--- src/rtl/rv32i_defs.sv ---
// rtl/rv32i_defs.sv - RV32I opcode and instruction-format definitions
package rv32i_defs;

    typedef enum logic [6:0] {
        STALL         = 7'b0000000,
        LOAD          = 7'b0000011,
        IMM_OPERATION = 7'b0010011,
        AUIPC         = 7'b0010111,
        STORE         = 7'b0100011,
        REG_OPERATION = 7'b0110011,
        LUI           = 7'b0110111,
        BRANCH        = 7'b1100011,
        JALR          = 7'b1100111,
        JAL           = 7'b1101111
    } opcode_fmt_t;

    typedef enum logic [2:0] {
        FMT_R, FMT_I, FMT_S, FMT_B, FMT_U, FMT_J, FMT_NONE, FMT_BAD
    } instr_fmt_t;

    // Raw 7-bit input so that opcodes outside the enum map cleanly to FMT_BAD.
    function automatic instr_fmt_t opcode_to_fmt(input logic [6:0] op);
        instr_fmt_t fmt;
        fmt = FMT_BAD;
        case (op)
            REG_OPERATION:             fmt = FMT_R;
            IMM_OPERATION, LOAD, JALR: fmt = FMT_I;
            STORE:                     fmt = FMT_S;
            BRANCH:                    fmt = FMT_B;
            LUI, AUIPC:                fmt = FMT_U;
            JAL:                       fmt = FMT_J;
            STALL:                     fmt = FMT_NONE;
            default:                   fmt = FMT_BAD;
        endcase
        return fmt;
    endfunction

endpackage

--- src/rtl/rv32i_instr_encoder.sv ---
// rtl/rv32i_instr_encoder.sv - combinational RV32I field-to-word encoder
module rv32i_instr_encoder
    import rv32i_defs::*;
(
    input  logic [6:0]  opcode,
    input  logic [4:0]  rd,
    input  logic [4:0]  rs1,
    input  logic [4:0]  rs2,
    input  logic [2:0]  funct3,
    input  logic [6:0]  funct7,
    input  logic [31:0] imm,
    output logic [31:0] word,
    output logic        illegal
);

    always_comb begin
        word    = 32'h0000_0000;
        illegal = 1'b0;
        case (opcode_to_fmt(opcode))
            FMT_R:    word = {funct7, rs2, rs1, funct3, rd, opcode};
            FMT_I:    word = {imm[11:0], rs1, funct3, rd, opcode};
            FMT_S:    word = {imm[11:5], rs2, rs1, funct3, imm[4:0], opcode};
            FMT_B:    word = {imm[12], imm[10:5], rs2, rs1, funct3, imm[4:1], imm[11], opcode};
            FMT_U:    word = {imm[31:12], rd, opcode};
            FMT_J:    word = {imm[20], imm[10:1], imm[11], imm[19:12], rd, opcode};
            FMT_NONE: word = 32'h0000_0000;
            default:  illegal = 1'b1;
        endcase
    end

endmodule

--- src/rtl/rv32i_program_loader.sv ---
// rtl/rv32i_program_loader.sv - encodes instruction descriptors and writes them to instruction memory
module rv32i_program_loader
    import rv32i_defs::*;
#(
    parameter int MemDepth  = 256,
    parameter int AddrWidth = $clog2(MemDepth)
) (
    input  logic                 clk,
    input  logic                 rst,
    input  logic                 start,
    input  logic                 in_valid,
    output logic                 in_ready,
    input  logic [6:0]           in_opcode,
    input  logic [4:0]           in_rd,
    input  logic [4:0]           in_rs1,
    input  logic [4:0]           in_rs2,
    input  logic [2:0]           in_funct3,
    input  logic [6:0]           in_funct7,
    input  logic [31:0]          in_imm,
    input  logic                 in_last,
    output logic                 mem_we,
    output logic [AddrWidth-1:0] mem_addr,
    output logic [31:0]          mem_wdata,
    output logic                 busy,
    output logic                 done,
    output logic                 err,
    output logic [AddrWidth:0]   count
);

    typedef enum logic {ST_IDLE, ST_LOAD} state_t;

    localparam logic [AddrWidth:0] DepthLimit = (AddrWidth + 1)'(MemDepth);

    state_t             state;
    logic [AddrWidth:0] addr_cnt;
    logic [31:0]        enc_word;
    logic               enc_illegal;
    logic               accept;
    logic               overflow;

    rv32i_instr_encoder u_encoder (
        .opcode  (in_opcode),
        .rd      (in_rd),
        .rs1     (in_rs1),
        .rs2     (in_rs2),
        .funct3  (in_funct3),
        .funct7  (in_funct7),
        .imm     (in_imm),
        .word    (enc_word),
        .illegal (enc_illegal)
    );

    assign in_ready = (state == ST_LOAD);
    assign busy     = (state == ST_LOAD);
    assign accept   = in_valid && in_ready;
    assign overflow = (addr_cnt == DepthLimit);

    always_ff @(posedge clk or posedge rst) begin
        if (rst) begin
            state     <= ST_IDLE;
            addr_cnt  <= '0;
            mem_we    <= 1'b0;
            mem_addr  <= '0;
            mem_wdata <= '0;
            done      <= 1'b0;
            err       <= 1'b0;
            count     <= '0;
        end else begin
            mem_we <= 1'b0;
            done   <= 1'b0;
            // Count lags the address counter by one edge; a new start overrides it below.
            if (mem_we) begin
                count <= count + 1'b1;
            end
            case (state)
                ST_IDLE: begin
                    if (start) begin
                        state    <= ST_LOAD;
                        addr_cnt <= '0;
                        count    <= '0;
                        err      <= 1'b0;
                    end
                end
                ST_LOAD: begin
                    if (accept) begin
                        if (enc_illegal || overflow) begin
                            err <= 1'b1;
                        end else begin
                            mem_we    <= 1'b1;
                            mem_addr  <= addr_cnt[AddrWidth-1:0];
                            mem_wdata <= enc_word;
                            addr_cnt  <= addr_cnt + 1'b1;
                        end
                        if (in_last) begin
                            state <= ST_IDLE;
                            done  <= 1'b1;
                        end
                    end
                end
                default: state <= ST_IDLE;
            endcase
        end
    end

endmodule

--- config.mk ---
export PLATFORM = sky130hd
export DESIGN_NAME = rv32i_program_loader
export DESIGN_NICKNAME = d
export VERILOG_FILES = /design/src/rtl/rv32i_defs.sv /design/src/rtl/rv32i_instr_encoder.sv /design/src/rtl/rv32i_program_loader.sv
export SDC_FILE = /design/constraint.sdc
export NUM_CORES = 1
export LEC_CHECK = 0
export BUFFER_PORTS_ARGS = -buffer_cell sky130_fd_sc_hd__buf_2
export CORE_MARGIN = 4
export CORE_UTILIZATION = 48
export DETAILED_ROUTE_END_ITERATION = 16
export PLACE_DENSITY = 0.87
export SETUP_SLACK_MARGIN = 0.02
export SYNTH_ARGS = -nofsm -noshare
export SYNTH_HDL_FRONTEND = slang
export SYNTH_SLANG_ARGS = --single-unit
--- constraint.sdc ---
create_clock -name clk -period 3.4 [get_ports clk]
set_clock_uncertainty 0.2 [all_clocks]
set_input_delay 0.34 -clock clk [delete_from_list [all_inputs] [get_ports clk]]
set_output_delay 0.34 -clock clk [all_outputs]
set_load 0.05 [all_outputs]
* After elaboration in Yosys (flattened, before gate mapping) *
Cells that the tools add are included.

word-level totals
  logic and storage cells = 66
  input port bits = 69
  memories kept = 0
  bits in latches = 0
  bits in registers = 62
  output and inout bits = 54
  RAM bits = 0
  ROM bits = 0

cells by class
  add/subtract/negate cells = 2
  magnitude comparators = 0
  divide/modulo/power cells = 0
  reduce and logical (&&, ||, !) cells = 10
  shift operators = 0
  eq/ne operators = 20
  muxes and demuxes = 24
  multipliers = 0
  bitwise operators = 2

operator list
  operator                                               count
  case mux 32 bit (6 select lines)                       1
  two-way mux 9 bit                                      6
  equality test 7 x 6 -> 1 bit, second input constant    3
  equality test 7 bit, second input constant             3
  case mux 3 bit (7 select lines)                        1
  adder 9 x 1 -> 9 bit, second input constant            2
  case mux 9 bit (2 select lines)                        1
  equality test 7 x 5 -> 1 bit, second input constant    2
  two-way mux 1 bit                                      13
  equality test 3 bit, second input constant             3
  equality test 9 bit, second input constant             1
  AND reduction 3 bit                                    3
  equality test 7 x 2 -> 1 bit, second input constant    1
  zero test 7 bit                                        1
  OR reduction 7 bit                                     1
  equality test 3 x 2 -> 1 bit, second input constant    2
  inequality test 2 x 1 -> 1 bit, second input constant  2
  inequality test 2 bit, second input constant           2
  case mux 1 bit (2 select lines)                        2
  equality test 3 x 1 -> 1 bit, second input constant    1
  zero test 3 bit                                        1
  OR reduction 3 bit                                     1
  NOT 1 bit                                              2
  OR reduction 2 bit                                     1
  2 further kinds                                        2

* Logic depth before layout (Yosys ltp) *
Gate-level depths: netlist (run 1).

  word-level depth = 10
  mapped depth = 9
  depth with buffers taken out = 8

* Modules after synthesis *
A second synthesis (run 1) with hierarchy kept.

unflattened totals
  cells, all modules = 366
  area total of the unflattened synthesis = 3283.1 µm²

modules (own cells, without submodules)
  module                times used  sequential area each (µm²)  area an instance (µm²)  cells each
  rv32i_program_loader  1           1551.5                      2582.5                  273
  rv32i_instr_encoder   1           0.0                         700.7                   93

* Worst setup path before layout (run 1) *
Ideal clock, no wire load.

  path type = input-to-reg
  start = input in_opcode[5]
  end = register addr_cnt[3]
  required time = 3.121 ns
  data arrival time = 2.215 ns
  path buffers = 2
  setup slack = 0.906 ns
  stages = 7
  library setup time = 0.079 ns
  path through = buf_6 > or4_4 > or4_4 > a31o_1 > buf_6 > or3_1 > a21oi_1

between the ends
  cells in the longest elaborated chain, start to end = 9
  elaborated cells on any way between the ends = 25
  classes of those cells = eq/ne (16); mux (2); reduce/logical (7)

RTL lines
  element                                                          line                        text
  from (decl)                                                      rv32i_program_loader.sv:13  input logic [6:0] in_opcode,
  equality test 7 x 5 -> 1 bit, or another cell as far along       rv32i_defs.sv:25            case (op)
  OR reduction 3 bit / OR reduction 2 bit (equally long branches)  rv32i_defs.sv:25
  case mux 3 bit (7 select lines) *                                rv32i_defs.sv:25
  equality test 3 x 1 -> 1 bit, or another cell as far along       rv32i_instr_encoder.sv:19   case (opcode_to_fmt(opcode))
  OR reduction 7 bit (no source line) *                            -
  two-way mux 1 bit *                                              rv32i_instr_encoder.sv:19
  logical OR 1 bit *                                               rv32i_program_loader.sv:86  if (enc_illegal || overflow) begin
  inequality test 2 bit (no source line) *                         -
  AND reduction 3 bit (no source line) *                           -
  to (signal assigned)                                             rv32i_program_loader.sv:92  addr_cnt <= addr_cnt + 1'b1;
  to (decl)                                                        rv32i_program_loader.sv:35  logic [AddrWidth:0] addr_cnt;

Every way passes the cells marked *; elsewhere a longest branch is shown, timed or not.
A chain may end at the register's enable or synchronous reset.

* Final worst setup path (run 1) *
  start = register addr_cnt[5]
  end = register addr_cnt[4]

between the ends
  cells in the longest elaborated chain, start to end = 4

RTL lines
  element                                 line                        text
  equality test 9 bit                     rv32i_program_loader.sv:56  assign overflow = (addr_cnt == DepthLimit);
  logical OR 1 bit                        rv32i_program_loader.sv:86
  inequality test 2 bit (no source line)  -
  AND reduction 3 bit (no source line)    -

Every way passes these cells.

==> reports/metrics.cfg, run 1 <==
[timing]
worst_slew_pin_slew_ns=0.7669
finalSetupViolCount=0
fin_crit_sh_pct=86.05
rsz0062_at_grt=no
fmax_mhz=341.8
post-route-min-period_ns=2.926
tns_ns=0
slew_viol_final=0
maxSlewHeadroom_pct=48.80
hold_viol=0

[layout]
multi_input_area_um2=1395
layout.cells.non_filler=526
layout_common_cells=buf_2, nand2_1, dfrtp_1, o21ai_0
area_growth_pct=28.87
finalInstanceArea_um2=3926
seq_area_um2=1551
layout.nets=518
antenna_cells=0
fill_cells=500
final_common_cell=buf_2
drive_above_1_share_pct=34.59

[grt]
grt_pass1_wl_um=13050
antenna_found_initial=0
grt_max_degree=38
track_usage_pct=21.34
grt_pass1_vias=2861
overflow=0

[placement]
dp_hpwl_um=6111
gp_congestion=0.8050
port_buffers=122
numPlacedInstances=509
placed_area_um2=3730

[setup_path]
critPathKind=flip-flop to flip-flop
r2r_slack_ns=0.47
crit_arrival_ns=2.98
end_kind=flip-flop
startpoint_type=flip-flop
cp_max_fo=36
critPathRequiredTime_ns=3.46

[clocking]
cts_made_buffers=9
cts_setup_buffers=0
cts_resized=0
root_buffer=clkbuf_8
clockBufferDepth=2
hold_buffers=1
clk_latency_ns=0.33
cts_sinks=62
cts_tree=done
htree_levels=3
path_clk_slew_ns=0.07

[synth]
yosys.area_share.simple_pct=19.22
ys_types=42
synth_edf_count=0
synth-compound-area-share_pct=21.23
ys_seq_area_share_pct=50.92
async_flop_share_pct=100.0
synth_fa_ha_area_share_pct=1.232
synthCells=320
synth_mux_area_share_pct=2.094
synth_xor_xnor_area_share_pct=2.012
synthFlopType=dfrtp_1
syn_nets=392
synth_area_um2=3047
ys_ff_latch=62
avgSynthCellArea_um2=9.521
ys_warn_count=0
synth_top_family_by_area=compound AO/OA/AOI/OAI gates

[routing]
drc=0
num_vias=2999
ant_nets=0
viasPerCell=5.702
first_pass_iters=5
wire_per_inst_um=15.50
drt_wl_total_um=8153
drt_iter0_markers=200

[pwr]
p_int_uw=1218
share_comb_of_total_power_pct=21.8
leakage_uw=0.002023
power_uw=1819
p_clk_share_pct=33.1
power.density_nw_per_um2=463.2
seqPwrFrac_pct=45.1
net-switching-power_uw=600.5
switching_share_pct=33.02
vdd_ir_drop_max_v=0.0003056

[run_status]
status=complete, no violations

[run]
drv_cap=0

[floorplanning]
die_h_um=87.67
num_rows=28
die_w_um=87.67
core_area_um2=6026
ios=123
dieArea_um2=7686
initial_utilization_pct=50.56

[min_path]
worstHoldPathType=input port to flip-flop

## layout make-up
| class | instances | area share (%) |
|---|---|---|
| Tap cell | 75 | 2.390 |
| Clock buffer | 13 | 4.302 |
| Sequential cell | 62 | 39.52 |
| Multi-Input combinational cell | 237 | 35.53 |
| Clock inverter | 3 | 0.4461 |
| Inverter | 5 | 0.4780 |
| Timing Repair Buffer | 131 | 17.34 |
## critical path: stages, from the launching register on
cell and delay [ns]:
dfrtp_1 0.43, or4_1 0.58, o41ai_2 0.22, buf_4 0.19, a31o_2 0.54, inv_1 0.33, nand3_1 0.18, mux2i_1 0.18
## state kept, by name (all words and copies together) (netlist names)
signal	cells
mem_wdata	32
done	1
err	1
addr_cnt	9
mem_addr	8
busy	1
count	9
mem_we	1
## per-stage QoR
| step | hold WS, ns | worst slack, ns | util, % |
|---|---|---|---|
| finish | 0.05169 | 0.4742 | 65.16 |
| CTS | 0.04717 | 0.4589 | 65.16 |
| global route | 0.08881 | 0.2427 | 65.16 |
| detailed placement | 0.2576 | 0.4573 | 61.90 |
| floorplan | 0.2699 | 0.9056 | - |
| global placement | 0.2564 | 0.5294 | 61.90 |
## cell usage after synthesis, types with 3 or more instances
cell      instances  share of area (%)
nand3_1           9                1.5
inv_1             5               0.62
nor2b_1           3               0.62
a21oi_1          15                2.5
a311oi_1          3               0.86
nor2_1           15                1.8
and2_1            3               0.62
xor2_1            4                1.1
a222oi_1          4                1.3
a22oi_1          13                3.2
and3_1            4               0.82
or3_1             5                1.0
nand2b_1          3               0.62
o21ai_0          35                5.7
nand4_1           6                1.2
a31o_2            3               0.86
mux2_2            3                1.1
ha_1              3                1.2
a22o_1           10                2.9
a32oi_1           3               0.86
clkbuf_1         11                1.4
nor3_1            5               0.82
xnor2_1           3               0.86
mux2i_1           3               0.99
dfrtp_1          62                 51
nand2_1          65                8.0
## power groups by stage
stage,Sequential [uW],Combinational (uW),Clock [uW]
after floorplan,996,106,0
after global placement,831,388,0
after detailed placement,832,398,0
after CTS,820,399,608
after global routing,827,427,645
final,820,396,602
## kinds of logic after synthesis
logic type	count (synthesis)
adders and majority gates	3
muxes	6
AOI/OAI and AO/OA	96
xor gates and xnor gates	7
and+or+nand+nor	125
DFF	62
buffers and inverters	21
## worst paths after layout
check / start / end / cells after the start
worst max-delay path: addr_cnt[5]$_DFFE_PP0P_ / addr_cnt[4]$_DFFE_PP0P_ / 7
worst min-delay path: start / busy$_DFF_PP0_ / 3
worst max register to register: addr_cnt[5]$_DFFE_PP0P_ / addr_cnt[4]$_DFFE_PP0P_ / 7
worst min register to register: mem_wdata[0]$_DFFE_PP0P_ / mem_wdata[0]$_DFFE_PP0P_ / 2
max in group asynchronous: rst / mem_addr[5]$_DFFE_PP0P_ / 4
min in group asynchronous: rst / mem_wdata[10]$_DFFE_PP0P_ / 3
## per-layer routing
metal	track usage, %	part of all wire (%)
met1	28.18	43
met2	34.59	48
met3	3.293	7.0
met4	9.763	2.3
met5	0	0
Power figures use the tool's default switching activity.
==> run 2: changes to the inputs <==
Settings changed: CORE_UTILIZATION 48 to 30, PLACE_DENSITY 0.87 to 0.62.
==> run 2 against run 1 <==
Net effect: flip-flop and latch count unchanged; first-iteration DRC count increased by 25%; setup slack improved by 0.10 ns.
==> reports/metrics.cfg, run 2 (same netlist as run 1, synthesis figures left out) <==
[clocking]
path_clk_slew_ns=0.07
root_buffer=clkbuf_8
htree_levels=3
cts_tree=done
cts_made_buffers=9
clk_latency_ns=0.33
clockBufferDepth=2
cts_sinks=62
cts_resized=0

[layout]
final_common_cell=buf_2
seq_area_um2=1551
top_register=mem_wdata
drive_above_1_share_pct=34.22
multi_input_area_um2=1395
largest_registers=mem_wdata x32, addr_cnt x9, count x9
largest_reg_flops=32
layout_common_cells=buf_2, nand2_1, dfrtp_1, o21ai_0
layout.nets=517
fill_cells=1008
antenna_cells=0
area_growth_pct=31.95

[routing]
viasPerCell=4.978
drc=0
num_vias=2902
first_pass_iters=4
drt_iter0_markers=250
ant_nets=0
drt_wl_total_um=8829
wire_per_inst_um=15.14

[pwr]
power.density_nw_per_um2=480.1
vdd_ir_drop_max_v=0.0001898
leakage_uw=0.002032

[timing]
rsz0062_at_grt=no
tns_ns=0
setup_ws_ns=0.5740
worst_slew_pin_slew_ns=0.9493
fin_crit_sh_pct=83.12
finalSetupViolCount=0
fmax_mhz=353.9
maxSlewHeadroom_pct=35.82
post-route-min-period_ns=2.826
slew_viol_final=0
hold_viol=0

[grt]
antenna_found_initial=0
track_usage_pct=14.99
grt_pass1_wl_um=13770
overflow=0
grt_max_degree=35
grt_pass1_vias=2764

[setup_path]
rr_startpoint=addr_cnt[5]$_DFFE_PP0P_
critPathRequiredTime_ns=3.46
end_kind=flip-flop
startpoint_type=flip-flop
worst_r2r_endpoint=addr_cnt[4]$_DFFE_PP0P_
crit_end=addr_cnt[4]$_DFFE_PP0P_
r2r_slack_ns=0.57
cp-startpoint=addr_cnt[5]$_DFFE_PP0P_
critPathKind=flip-flop to flip-flop
r2r_cells=6
crit_arrival_ns=2.88
cp_max_fo=33

[floorplanning]
ios=123
die_w_um=108.8
core_area_um2=9819
num_rows=36
initial_utilization_pct=31.03
dieArea_um2=11830
die_h_um=108.8

[placement]
port_buffers=122
post-place-ws_ns=0.4707
dp_hpwl_um=6721
gp_congestion=0.8237

[run]
drv_cap=0

[min_path]
worstHoldPathType=input port to flip-flop
hp-start=start

[run_status]
status=complete, no violations

==> run 2: changes by cell type in the layout (fill, tap and decap cells not counted), sizes merged <==
cell	before	now
clkinvlp	1	0
buf	130	129
bufinv	0	2
clkbuf	13	12
==> run 2: what timing repair did <==
action / 4_1_cts / 5_1_grt
hold buffers: 1 / 0
endpoints found under the hold margin: 33 / 0
setup buffers: 0 / 0
==> run 2: through the flow <==
step	std cells	cell area, um^2	hold WS [ns]	total power, uW	util [%]
global route	583	4020	0.07562	2023	40.94
global placement	566	3795	0.2564	1230	38.65
floorplan	320	3047	0.2699	1102	-
finish	583	4020	0.06677	1930	40.94
detailed placement	566	3795	0.2607	1236	38.65
CTS	583	4020	0.06087	1950	40.94
==> run 2: where the power goes <==
group	total, uW	internal [uW]	switching [uW]
clock network	709	431	278
logic	399	109	290
registers	821	787	34.4
total	1930	1330	602
==> run 2: cell type report <==
class,count,share of cell area (%)
repair buffers,130,16.74
clock inverters,4,1.743
clock buffers,12,3.610
flip-flops and latches,62,38.59
inverters,5,0.4669
multi-input cells,237,34.70
well taps,133,4.139
==> run 2: worst max-delay path, stage by stage (launching register included) <==
cell and delay, ns:
dfrtp_1 0.44, or4_1 0.59, o41ai_2 0.27, a31o_2 0.55
inv_1 0.32, nand3_1 0.18, mux2i_1 0.18
==> run 2: worst min-delay path by stage <==
stage / slack (ns) / cells after the start / end
2_1_floorplan: 0.27 / 2 / busy$_DFF_PP0_
3_3_place_gp: 0.26 / 2 / mem_wdata[29]$_DFFE_PP0P_
3_5_place_dp: 0.26 / 2 / mem_addr[7]$_DFFE_PP0P_
4_1_cts: 0.06 / 3 / busy$_DFF_PP0_
5_1_grt: 0.08 / 3 / busy$_DFF_PP0_
6_report: 0.07 / 3 / busy$_DFF_PP0_
==> run 2: per-layer routing <==
layer	global-route usage (%)	wire [um]	vias up
met5	0	0	-
met4	6.041	112	0
met3	3.079	557	9
met2	22.77	4191	102
met1	20.89	3967	1368
li1	-	-	1423
